<file path="config.mk">
export PLATFORM = sky130hd
export DESIGN_NAME = chunk_addsub
export DESIGN_NICKNAME = d
export VERILOG_FILES = /design/src/rtl/chunk_addsub.sv
export SDC_FILE = /design/constraint.sdc
export NUM_CORES = 1
export LEC_CHECK = 0
export BUFFER_PORTS_ARGS = -buffer_cell sky130_fd_sc_hd__clkbuf_2
export CAP_MARGIN = 40
export CORE_MARGIN = 2
export CORE_UTILIZATION = 50
export DETAILED_ROUTE_END_ITERATION = 16
export PLACE_DENSITY = 0.69
export REMOVE_ABC_BUFFERS = 1
export SETUP_SLACK_MARGIN = 0.5
export SLEW_MARGIN = 20
export SYNTH_ARGS = -nofsm -noshare
export SYNTH_HDL_FRONTEND = slang
export SYNTH_SLANG_ARGS = --single-unit
</file>
<file path="constraint.sdc">
create_clock -name clk -period 3.85 [get_ports clk]
set_input_delay 0.1925 -clock clk [delete_from_list [all_inputs] [get_ports clk]]
set_output_delay 0.1925 -clock clk [all_outputs]
set_load 0.1 [all_outputs]
</file>
<file path="src/rtl/chunk_addsub.sv">
// chunk_addsub: multi-cycle adder/subtractor. A WIDTH-bit operand pair is
// processed CHUNK bits per clock, LSB chunk first, through a 1-bit registered
// carry. Reports carry-out (1 = no borrow in sub mode) and signed overflow.
// Optional build macro CHUNK_ADDSUB_SAT_EN: clamp the result to the signed
// limit when overflow occurs. Without it the result wraps modulo 2^WIDTH.
//
// Handshake: start is accepted only in IDLE or DONE (operands, sub and cin
// are sampled on that edge); busy is high for the NCH RUN cycles; done pulses
// high for exactly one cycle when sum/cout/ovf have been updated. start seen
// during RUN is ignored, not queued. Holding start high in the DONE cycle
// launches the next operation back-to-back.
module chunk_addsub #(
  parameter int WIDTH = 16,
  parameter int CHUNK = 4
) (
  input  logic             clk,
  input  logic             rst,
  input  logic             start,
  input  logic             sub,
  input  logic [WIDTH-1:0] a_in,
  input  logic [WIDTH-1:0] b_in,
  input  logic             cin,
  output logic             busy,
  output logic             done,
  output logic [WIDTH-1:0] sum,
  output logic             cout,
  output logic             ovf,
  output logic [1:0]       dbg_state
);

  localparam int NCH = WIDTH / CHUNK;
  localparam int KW  = (NCH > 1) ? $clog2(NCH) : 1;

  // Reject configurations that cannot be split into whole chunks.
  if (WIDTH < 2) begin : g_bad_width
    $error("chunk_addsub: WIDTH must be >= 2");
  end
  if (CHUNK < 1 || (WIDTH % CHUNK) != 0) begin : g_bad_chunk
    $error("chunk_addsub: WIDTH must be a multiple of CHUNK");
  end

  typedef enum logic [1:0] {
    S_IDLE = 2'd0,
    S_RUN  = 2'd1,
    S_DONE = 2'd2
  } state_t;

  state_t           state_q;
  logic [WIDTH-1:0] a_q;
  logic [WIDTH-1:0] b_q;      // B already inverted in sub mode
  logic [WIDTH-1:0] work_q;   // partially assembled result
  logic             carry_q;
  logic [KW-1:0]    k_q;      // index of the chunk processed this cycle
  logic             busy_q;
  logic             done_q;
  logic [WIDTH-1:0] sum_q;
  logic             cout_q;
  logic             ovf_q;

  logic [31:0]      base;
  logic [CHUNK-1:0] a_chunk;
  logic [CHUNK-1:0] b_chunk;
  logic [CHUNK:0]   chunk_sum;
  logic [WIDTH-1:0] work_d;
  logic [WIDTH-1:0] sum_d;
  logic             last_chunk;
  logic             ovf_d;

  // Add the current chunk and form the completed result and flags.
  always_comb begin
    base       = {{(32-KW){1'b0}}, k_q} * CHUNK;
    a_chunk    = a_q[base +: CHUNK];
    b_chunk    = b_q[base +: CHUNK];
    chunk_sum  = {1'b0, a_chunk} + {1'b0, b_chunk} + {{CHUNK{1'b0}}, carry_q};
    work_d     = work_q;
    work_d[base +: CHUNK] = chunk_sum[CHUNK-1:0];
    last_chunk = (k_q == KW'(NCH - 1));
    // Same-sign operands producing a differently signed result is exactly
    // carry-into-MSB xor carry-out-of-MSB, without needing a split chunk.
    ovf_d      = (a_q[WIDTH-1] == b_q[WIDTH-1]) && (work_d[WIDTH-1] != a_q[WIDTH-1]);
    sum_d      = work_d;
`ifdef CHUNK_ADDSUB_SAT_EN
    // On overflow both operands share a sign; the true result has that sign.
    if (ovf_d) begin
      sum_d = a_q[WIDTH-1] ? {1'b1, {(WIDTH-1){1'b0}}} : {1'b0, {(WIDTH-1){1'b1}}};
    end
`endif
  end

  // Control FSM, operand/carry registers and registered outputs.
  always_ff @(posedge clk) begin
    if (rst) begin
      state_q <= S_IDLE;
      a_q     <= '0;
      b_q     <= '0;
      work_q  <= '0;
      carry_q <= 1'b0;
      k_q     <= '0;
      busy_q  <= 1'b0;
      done_q  <= 1'b0;
      sum_q   <= '0;
      cout_q  <= 1'b0;
      ovf_q   <= 1'b0;
    end else begin
      done_q <= 1'b0;
      case (state_q)
        S_IDLE, S_DONE: begin
          busy_q <= 1'b0;
          if (start) begin
            state_q <= S_RUN;
            busy_q  <= 1'b1;
            a_q     <= a_in;
            b_q     <= b_in ^ {WIDTH{sub}};
            carry_q <= cin ^ sub;
            k_q     <= '0;
            work_q  <= '0;
          end else begin
            state_q <= S_IDLE;
          end
        end
        S_RUN: begin
          work_q  <= work_d;
          carry_q <= chunk_sum[CHUNK];
          k_q     <= k_q + 1'b1;
          if (last_chunk) begin
            state_q <= S_DONE;
            busy_q  <= 1'b0;
            done_q  <= 1'b1;
            sum_q   <= sum_d;
            cout_q  <= chunk_sum[CHUNK];
            ovf_q   <= ovf_d;
          end
        end
        default: begin
          state_q <= S_IDLE;
          busy_q  <= 1'b0;
        end
      endcase
    end
  end

  assign busy      = busy_q;
  assign done      = done_q;
  assign sum       = sum_q;
  assign cout      = cout_q;
  assign ovf       = ovf_q;
  assign dbg_state = state_q;

endmodule

</file>
# Word-level counts from Yosys, hierarchy flattened

Index checks and enable logic that the tools add are counted.

Register bits after elaboration: 73
Input bits: 37

Add/sub/neg operators: 4
Equal/unequal tests: 7
Shift-type cells: 4
Muxes and demuxes: 14
Bitwise operators: 3
Reduce and logical (&&, ||, !) cells: 8

Operators by type and width:

| cell                                                  | count |
|---|---|
| negator 4 -> 34 bit                                   | 1 |
| variable shift 4 x 34 -> 16 bit, first input constant | 1 |
| variable part select 4 x 34 -> 16 bit                 | 1 |
| case mux 16 bit (2 select lines)                      | 1 |
| variable part select 16 x 5 -> 4 bit                  | 2 |
| bitwise mux 16 bit                                    | 1 |
| two-way mux 16 bit                                    | 1 |
| XOR 16 bit                                            | 1 |
| case mux 2 bit (2 select lines)                       | 2 |
| AND reduction 2 bit                                   | 3 |
| adder 4 x 4 -> 5 bit                                  | 1 |
| adder 5 x 1 -> 5 bit                                  | 1 |
| two-way mux 1 bit                                     | 5 |
| == test 2 bit, second input constant                  | 2 |
| two-way mux 2 bit                                     | 2 |
| inequality test 2 bit, second input constant          | 2 |
| case mux 1 bit (2 select lines)                       | 2 |
| OR reduction 2 bit                                    | 2 |
| adder 2 x 1 -> 2 bit, second input constant           | 1 |
| == test 2 x 1 -> 1 bit, second input constant         | 1 |
| logical NOT 2 bit                                     | 1 |
| nonzero test 2 bit                                    | 1 |
| == test 1 bit                                         | 1 |
| logical AND 1 bit                                     | 1 |
| other kinds (3)                                       | 3 |

# Longest topological paths before layout

Gate-level depths: netlist of run 1.

Word-level depth: 7
Gate-level depth with buffers: 11
Depth with buffers taken out: 9

# Least setup slack after synthesis of run 1

OpenSTA, ideal clock, no wires.

Kind: register -> register
Start point: reg k_q[0]
End point: reg work_q[10]
Library setup time: 65 ps
Arrival time: 2751 ps
Setup slack: 1034 ps
Cell stages (with the launch flop): 12
Cells stage by stage: dfxtp_1 > buf_4 > buf_2 > mux4_2 > fa_1 > inv_1 > fa_1 > xnor2_1 > nor2b_1 > a31oi_1 > mux2_2 > nor2_1

Cells in the longest elaborated chain, start to end: 6
Elaborated cells on any way between the ends: 9
Those cells by class: add/sub (3); shift (4); mux (2)

Ends and longest elaborated chain:

| element                                                 | RTL line | source |
|---|---|---|
| start, declared                                         | 53       | `logic [KW-1:0] k_q;` |
| start signal, assigned                                  | 124      | `k_q <= k_q + 1'b1;` |
| variable part select 16 x 5 -> 4 bit (on tied branches) | 72, 73   |  |
| adder 4 x 4 -> 5 bit                                    | 74       | `chunk_sum = {1'b0, a_chunk} + {1'b0, b_chunk} + {{CHUNK{1'b0}}, carry_q};` |
| adder 5 x 1 -> 5 bit                                    | 74       |  |
| variable part select 4 x 34 -> 16 bit                   | 76       | `work_d[base +: CHUNK] = chunk_sum[CHUNK-1:0];` |
| bitwise mux 16 bit (*)                                  | 76       |  |
| case mux 16 bit (2 select lines) (*)                    | 106      | `case (state_q)` |
| end signal, assigned                                    | 122      | `work_q <= work_d;` |
| end, declared                                           | 51       | `logic [WIDTH-1:0] work_q;` |

Mark *: on every way between the ends. The rest lies on a longest branch, timed or not.
A chain may end at the register's enable or synchronous reset.

# Worst setup path after layout of run 1

Start point: reg k_q[1]
End point: reg work_q[10]

Same word-level chain as after synthesis.

==> flow_summary.yaml, run 1 <==
finish:
  nFillCells: 637
  seq_area_sq_um: 1441
  antenna_cells: 0
  drive_above_1_share: 0.2295
  multi_input_area_sq_um: 1793
  final_nets: 483
  syn2layout_area_growth_pct: 16.27
  design_area_sq_um: 3970
routing:
  post-route-drc-count: 0
  drt_iter0_markers: 113
  first_pass_iters: 4
  vias_per_cell: 5.290
  routedWlPerCell_um: 13.47
  routed_wl_um: 7003
  postRouteAntennaNets: 0
  via_count: 2751
cts:
  clk_pin_slew_ps: 80
  numCtsBuffers: 9
  clk-insertion-delay-late_ps: 350
  clockBufferDepth: 2
  htreeDepth: 3
  clock-sinks: 72
  cts_tree: "built"
  cts_resized: 0
  cts_hold_buf: 0
  cts_setup_buffers: 0
  cts_root_buffer: "clkbuf_8"
synthesis:
  synth_cell_type_count: 36
  synth_area_leaders: "dfxtp_1, nor2_1, a211oi_1"
  syn_area_per_cell_sq_um: 8.755
  yosysMostFrequentCell: "dfxtp_1"
  ys_seq_elements: 72
  postSynth.asyncResetShare: 0
  yosysWarnings: 0
  synth_top_area_cell: "dfxtp_1"
  synthDominantCellAreaShare: 0.4221
  synth_edf_count: 0
  synthCells: 390
  ys_seq_area_frac: 0.4221
  synthTopCellsByCount: "dfxtp_1, nor2_1, nand2_1, a21oi_1, a211oi_1"
  syn-cell-area_sq_um: 3415
  synth_top_flop_cell: "dfxtp_1"
place:
  hpwl_um: 4822
  gp_congestion: 0.8075
  io_buffers: 58
  placed_area_sq_um: 3730
  dp_slack_ps: 1057
power:
  vdd_drop_max_mv: 0.2412
  p_leak_nw: 1.532
  power_density_nw_per_um2: 441.0
grt:
  grt.busiest_layer: "met2"
  grt_pass1_vias: 2604
  grt_max_degree: 73
  use_met3: 0.03810
  met2_usage: 0.3315
  grt_pass1_wl_um: 11920
  gr-usage-met1: 0.2607
  grt.overflow.total: 0
  grt_usage: 0.2019
  antenna_found_initial: 0
timing:
  setup_ws_ps: 1038
  setup_viol: 0
  hold_viol_final: 0
  maxSlewViolCount: 0
  fmax_mhz: 355.6
  min_period_over_period: 0.7304
  period_needed_ps: 2812
  rsz0062_at_grt: "false"
  worstMarginPinSlew_ps: 774.4
  relSlewSlack: 0.4837
  skew_ps: 11.64
floorplanning:
  num_io_pins: 59
  start_util: 0.5082
  die_w_um: 86.64
  core_sq_um: 6719
  die_h_um: 86.64
  dieArea_sq_um: 7506
  num_rows: 30
outcome:
  status: "finished clean"
worst_setup_path:
  cp_max_fo: 13
  crit_path_start_kind: "register"
  r2r_cells: 9
  r2r_start: "k_q[1]"
  critPathLaunch: "k_q[1]"
  worstPathRequired_ps: 4130
  reg2reg_slack_ps: 1040
  critPathCaptureType: "register"
  critPathKind: "reg2reg"
  r2r_end: "work_q[10]"
  cp.arrival_ps: 3090
min_path:
  hold_end: "a_q[15]"
  min-delay-start: "a_in[15]"
  hold_class: "in2reg"
  holdPathStages: 3
flow_run:
  drv_cap: 0
==> cell type report <==
type / count / share of cell area
well taps: 80 / 0.02521
repair buffers: 65 / 0.08919
flip-flops and latches: 72 / 0.3631
clock buffers: 12 / 0.04160
inverters: 11 / 0.01040
clock inverters: 4 / 0.01891
multi-input cells: 276 / 0.4516
==> report_power, final <==
part | leakage (nW) | internal (W) | switching, W | total [W]
sequential | 0.587 | 0.000775 | 0.0000193 | 0.000795
combinational | 0.830 | 0.000104 | 0.000149 | 0.000253
clock | 0.115 | 0.000418 | 0.000285 | 0.000703
total | 1.53 | 0.00130 | 0.000454 | 0.00175
==> worst max path at each step <==
stage | endpoint | cells past startpoint
finish | work_q[10] | 9
global route | work_q[10] | 9
detailed placement | work_q[10] | 9
floorplan | carry_q | 4
global placement | work_q[10] | 9
CTS | work_q[10] | 9
==> cell families after synthesis <==
family	Yosys count	share of synthesized area
muxes	11	0.06229
DFF	72	0.4221
buffers and inverters	42	0.05497
AOI/OAI and AO/OA	84	0.1601
xor gates and xnor gates	18	0.04617
and+or+nand+nor	152	0.2096
adders and majority gates	11	0.04471
==> per-stage QoR <==
stage / hold slack (ps) / total power (W) / TNS [ps] / util / std cells
detailed placement: 423.7 / 0.001066 / 0 / 0.5551 / 504
global route: 65.67 / 0.001816 / 0 / 0.5909 / 520
CTS: 51.99 / 0.001757 / 0 / 0.5909 / 520
global placement: 416.0 / 0.001057 / 0 / 0.5512 / 502
floorplan: 261.6 / 0.0009769 / -495.8 / - / 359
finish: 58.43 / 0.001751 / 0 / 0.5909 / 520
==> critical path, stage by stage (launching register included) <==
cell,delay (ps)
dfxtp_1,690
mux4_2,410
fa_1,430
inv_1,80
fa_1,200
xnor2_1,150
nor2b_1,270
a31oi_1,140
mux2_2,290
nor2_1,80
==> layout by cell type, fill, tap and decap left out, types with 3 or more instances in the layout <==
| master | instances |
|---|---|
| nor2b_1 | 20 |
| mux4_2 | 8 |
| ha_1 | 9 |
| nand3_1 | 7 |
| a211oi_1 | 25 |
| inv_1 | 11 |
| nand2b_1 | 6 |
| nand4_1 | 3 |
| buf_4 | 5 |
| a21oi_1 | 32 |
| clkbuf_8 | 12 |
| nor3_1 | 6 |
| xnor2_1 | 18 |
| o21ai_0 | 7 |
| dfxtp_1 | 72 |
| nand2_1 | 48 |
| a22oi_1 | 5 |
| a31oi_1 | 8 |
| nor2_1 | 53 |
| clkbuf_2 | 58 |
==> per-layer routing <==
metal	vias to the layer above	routed length, um
met5	-	0
met4	0	123
met3	15	256
met2	60	3327
met1	1249	3295
li1	1427	-
==> state kept, by name, indices dropped and copies added, names as in the netlist <==
| signal | flops |
|---|---|
| dbg_state | 1 |
| work_q | 16 |
| b_q | 16 |
| a_q | 16 |
| sum | 16 |
| ovf | 1 |
| carry_q | 1 |
| k_q | 2 |
| done | 1 |
| busy | 1 |
| cout | 1 |
Power figures use the tool's default switching activity.
==> run 2, diff against run 1 <==
- clock period: 3.85 -> 2.8 ns (I/O delays scaled with it)
==> run 2 against run 1 <==
Net effect: non-clock buffer count rose by 16; design area rose by 7.2%; cell count rose by 3.1%; clock power rose by 21%; power rose by 36%; global-route usage rose by 0.85 points; routed wire length rose by 7.6%; clock-buffer cell count did not move; hold slack got worse by 54 ps; sequential share of layout area fell by 2.3 points; sequential power rose by 37%; critical path type unchanged; critical endpoint is now sum[7]; largest cell class unchanged.
==> flow_summary.yaml, run 2 (synthesis gave the netlist of run 1 again) <==
worst_setup_path:
  cp.arrival_ps: 2680
  critical_path_buf_inv_count: 2
  critPathKind: "reg2reg"
  cp_max_fo: 5
  critPathCaptureType: "register"
  crit_family: "multiplexers"
  critPathSlowestCell: "mux4_2"
  cpMostUsedCell: "buf_4"
  worstPathRequired_ps: 3030
  slowest_delay_ps: 520
  crit_path_start_kind: "register"
  cp_cell_sequence: "mux4_2, fa_2, buf_4, buf_4, nand3_4, and3b_4, nor3_4, a221oi_2, nor3_2"
timing:
  rsz0062_at_grt: "true"
  maxSlewViolCount: 0
  worstMarginPinSlew_ps: 790.9
  fmax_mhz: 407.3
  hold_viol_final: 0
  relSlewSlack: 0.4727
  period_needed_ps: 2455
  tns_ps: 0
  min_period_over_period: 0.8768
  setup_ws_ps: 344.8
  skew_ps: 8.509
  setup_viol: 0
grt:
  grt_usage: 0.2104
  antenna_found_initial: 0
  grt_pass1_wl_um: 12270
  grt_max_degree: 73
  grt.overflow.total: 0
  grt_pass1_vias: 2639
outcome:
  status: "finished clean"
place:
  hpwl_um: 4978
  placed_area_sq_um: 3741
  gp_congestion: 0.8166
  dp.cells: 507
  io_buffers: 58
  dp_slack_ps: 153.3
finish:
  antenna_cells: 0
  layout.cells.non_filler: 536
  multi_input_area_sq_um: 1963
  nFillCells: 579
  syn2layout_area_growth_pct: 24.62
  final_common_cell: "dfxtp_1"
  seq_area_sq_um: 1446
  final_nets: 499
  design_area_sq_um: 4255
  layout_common_cells: "dfxtp_1, clkbuf_2, nor2_1"
  drive_above_1_share: 0.2917
cts:
  clk-insertion-delay-late_ps: 360
  htreeDepth: 3
  clock-sinks: 72
  clockBufferDepth: 2
  cts_root_buffer: "clkbuf_8"
  cts_tree: "built"
  numCtsBuffers: 9
  clk_pin_slew_ps: 70
routing:
  first_pass_iters: 4
  vias_per_cell: 5.308
  drt_iter0_markers: 145
  post-route-drc-count: 0
  postRouteAntennaNets: 0
  via_count: 2845
  routed_wl_um: 7534
  routedWlPerCell_um: 14.06
flow_run:
  drv_cap: 0
power:
  power_density_nw_per_um2: 559.4
  finalPower_w: 0.002380
  vdd_drop_max_mv: 0.3791
  p_leak_nw: 1.636
floorplanning:
  num_rows: 30
  die_w_um: 86.64
  dieArea_sq_um: 7506
  start_util: 0.5082
  num_io_pins: 59
  die_h_um: 86.64
  core_sq_um: 6719
min_path:
  hold_class: "in2reg"
[run 2: worst reg2reg max path, cell delays in order, from the launching register on]
cell and delay, ps:
dfxtp_4 370, mux4_2 520, fa_2 390, buf_4 140
buf_4 130, nand3_4 80, and3b_4 250, nor3_4 70
a221oi_2 300, nor3_2 50
[run 2: per-stage QoR]
| stage | hold WS (ps) | util |
|---|---|---|
| final | 4.444 | 0.6333 |
| after global routing | 20.14 | 0.6333 |
| after CTS | 0.6296 | 0.6237 |
| after detailed placement | 370.7 | 0.5568 |
| after global placement | 365.0 | 0.5557 |
| after floorplan | 209.1 | - |
[run 2: power breakdown]
part,internal (W),switching [W],leakage [nW],total [W]
Combinational,0.000192,0.000243,0.941,0.000436
Sequential,0.00107,0.0000263,0.588,0.00109
Clock,0.000462,0.000390,0.107,0.000852
Total,0.00172,0.000660,1.64,0.00238
[run 2: path summary, 6_finish.rpt]
path	start	to	slack, ps	cells after the start
worst min register to register	a_q[5]	a_q[5]	450	2
worst max register to register	k_q[0]	sum[7]	340	9
worst min-delay path	a_in[2]	a_q[2]	4	3
worst max-delay path	k_q[0]	sum[7]	340	9
[run 2: area by class of cell]
| cell class | instances | area share |
|---|---|---|
| clock inverters | 4 | 0.01235 |
| inverters | 11 | 0.009703 |
| repair buffers | 81 | 0.1167 |
| multi-input cells | 276 | 0.4613 |
| flip-flops and latches | 72 | 0.3399 |
| well taps | 80 | 0.02352 |
| clock buffers | 12 | 0.03646 |
[run 2: routing by layer]
layer	GRT usage	routed length, um
met1	0.2694	3424
met2	0.3315	3591
met3	0.04286	334
met4	0.1179	183
met5	0	0
[run 2: what timing repair did]
| action | 4_1_cts | 5_1_grt |
|---|---|---|
| buffers inserted | 4 | 2 |
| resized for setup | 30 | 10 |
| hold buffers | 7 | 0 |
| endpoints found under the hold margin | 7 | 0 |
| pin swaps | 13 | 13 |
| endpoints found under the setup margin | 32 | 34 |
==> run 3, diff against run 2 <==
- ABC_AREA: unset -> 1
- PLACE_DENSITY: 0.69 -> 0.7
==> run 3 against run 2 <==
Net effect: hold slack improved by 31 ps; clock power decreased by 6.1%; core utilization increased by 0.80 points.
==> flow_summary.yaml, run 3 <==
finish:
  final_nets: 548
  design_area_sq_um: 4119
  seq_area_sq_um: 1446
  layout_common_cells: "dfxtp_1, nand2_1, clkbuf_2"
  final_common_cell: "dfxtp_1"
  layout.cells.non_filler: 581
  syn2layout_area_growth_pct: 22.42
  nFillCells: 597
  antenna_cells: 0
  drive_above_1_share: 0.2778
  multi_input_area_sq_um: 1783
timing:
  relSlewSlack: 0.6340
  rsz0062_at_grt: "true"
  period_needed_ps: 2378
  fmax_mhz: 420.5
  maxSlewViolCount: 0
  worstMarginPinSlew_ps: 549.1
  min_period_over_period: 0.8494
  hold_viol_final: 0
  skew_ps: 8.421
  setup_viol: 0
synthesis:
  syn-cell-area_sq_um: 3364
  synthCells: 436
  ys_seq_elements: 72
  synth_edf_count: 0
  synth_top_area_cell: "dfxtp_1"
  synthTopCellsByCount: "dfxtp_1, nand2_1, nor2_1, o21ai_0, a21oi_1"
  synth_top_flop_cell: "dfxtp_1"
  syn_area_per_cell_sq_um: 7.717
  ys_seq_area_frac: 0.4284
  synth_cell_type_count: 37
  yosysWarnings: 0
  yosysMostFrequentCell: "dfxtp_1"
  synthDominantCellAreaShare: 0.4284
  postSynth.asyncResetShare: 0
  synth_area_leaders: "dfxtp_1, o21ai_0, nand2_1"
cts:
  cts_root_buffer: "clkbuf_8"
  cts_tree: "built"
  clk_pin_slew_ps: 70
  numCtsBuffers: 9
  clock-sinks: 72
  htreeDepth: 3
  clockBufferDepth: 2
  clk-insertion-delay-late_ps: 350
routing:
  postRouteAntennaNets: 0
  first_pass_iters: 4
  drt_iter0_markers: 118
  routedWlPerCell_um: 14.05
  routed_wl_um: 8163
  vias_per_cell: 5.349
  via_count: 3108
  post-route-drc-count: 0
floorplanning:
  num_io_pins: 59
  core_sq_um: 6422
  die_h_um: 86.03
  die_w_um: 86.03
  dieArea_sq_um: 7401
  start_util: 0.5239
  num_rows: 29
grt:
  grt_pass1_wl_um: 13380
  antenna_found_initial: 0
  grt_pass1_vias: 3012
  grt_max_degree: 35
  grt_usage: 0.2288
  grt.overflow.total: 0
outcome:
  status: "finished clean"
place:
  gp_congestion: 0.8861
  io_buffers: 58
  placed_area_sq_um: 3671
  hpwl_um: 5400
  dp.cells: 553
worst_setup_path:
  cp.arrival_ps: 2660
  crit_path_start_kind: "register"
  worstPathRequired_ps: 3080
  critPathKind: "reg2reg"
  cp_max_fo: 10
  critPathCaptureType: "register"
power:
  p_leak_nw: 1.780
  power_density_nw_per_um2: 593.0
  vdd_drop_max_mv: 0.2670
min_path:
  hold_class: "in2reg"
flow_run:
  drv_cap: 0
-- run 3: cell count changes in the layout (fill, tap and decap cells not counted), sizes merged, moves of 7 or more --
cell,delta
nand3,+13
nor2b,-21
dlygate4sd3,-7
nand2,+24
a31oi,-7
inv,+21
a211oi,-24
o21ai,+55
mux4,-8
-- run 3: area by class of cell --
type | count | area share
Multi-Input combinational cell | 306 | 0.4329
Sequential cell | 72 | 0.3512
Timing Repair Buffer | 79 | 0.1151
Clock buffer | 11 | 0.03433
Inverter | 32 | 0.03220
Tap cell | 77 | 0.02339
Clock inverter | 4 | 0.01094
-- run 3: final timing paths --
path	startpoint	to	slack (ps)	cells past startpoint
setup / recovery	k_q[0]	work_q[14]	420	13
hold / removal	a_in[1]	a_q[1]	40	3
setup reg to reg	k_q[0]	work_q[14]	420	13
hold reg to reg	sum[3]	sum[3]	470	2
-- run 3: worst max-delay path: stages, from the launching register on --
cell	delay [ps]
dfxtp_4	380
inv_6	100
buf_6	140
buf_4	130
nor2_1	40
o22ai_1	190
ha_2	340
buf_4	170
xor2_4	180
nor2_2	140
nand2_2	100
o21ai_2	160
nand2_1	90
a21oi_2	150
-- run 3: what timing repair did --
item	CTS	global route
resized for setup	34	18
cloned	0	0
endpoints found under the setup margin	13	22
setup buffers	8	4
pin swaps	10	5
hold buffers	0	0
-- run 3: cell families after synthesis --
kind of cell | synth area share
AO/OA/AOI/OAI | 0.1990
adder cells (fa/ha/maj) | 0.04537
AND/OR/NAND/NOR | 0.2016
buffers and inverters | 0.07884
XOR/XNOR | 0.04686
flip-flops | 0.4284
-- run 3: through the flow --
step	setup slack, ps	util	hold WS [ps]	setup TNS, ps	power [W]
after CTS	464.0	0.6252	30.13	0	0.002386
after global placement	413.4	0.5716	389.3	0	0.001532
after global routing	346.1	0.6413	60.73	0	0.002550
after floorplan	-250.8	-	209.1	-6123	0.001405
after detailed placement	275.0	0.5716	397.1	0	0.001544
final	421.6	0.6413	35.44	0	0.002442
-- run 3: report_power, final --
| group | internal [W] | switching (W) |
|---|---|---|
| clock network | 0.000426 | 0.000374 |
| logic | 0.000217 | 0.000315 |
| registers | 0.00107 | 0.0000359 |
-- run 3: layer usage --
layer	wire, um	vias to the layer above	share of wire	track usage
li1	-	1577	-	-
met1	3556	1426	0.44	0.2743
met2	4089	89	0.50	0.3946
met3	351	16	0.043	0.03657
met4	166	0	0.020	0.1154
met5	0	-	0	0
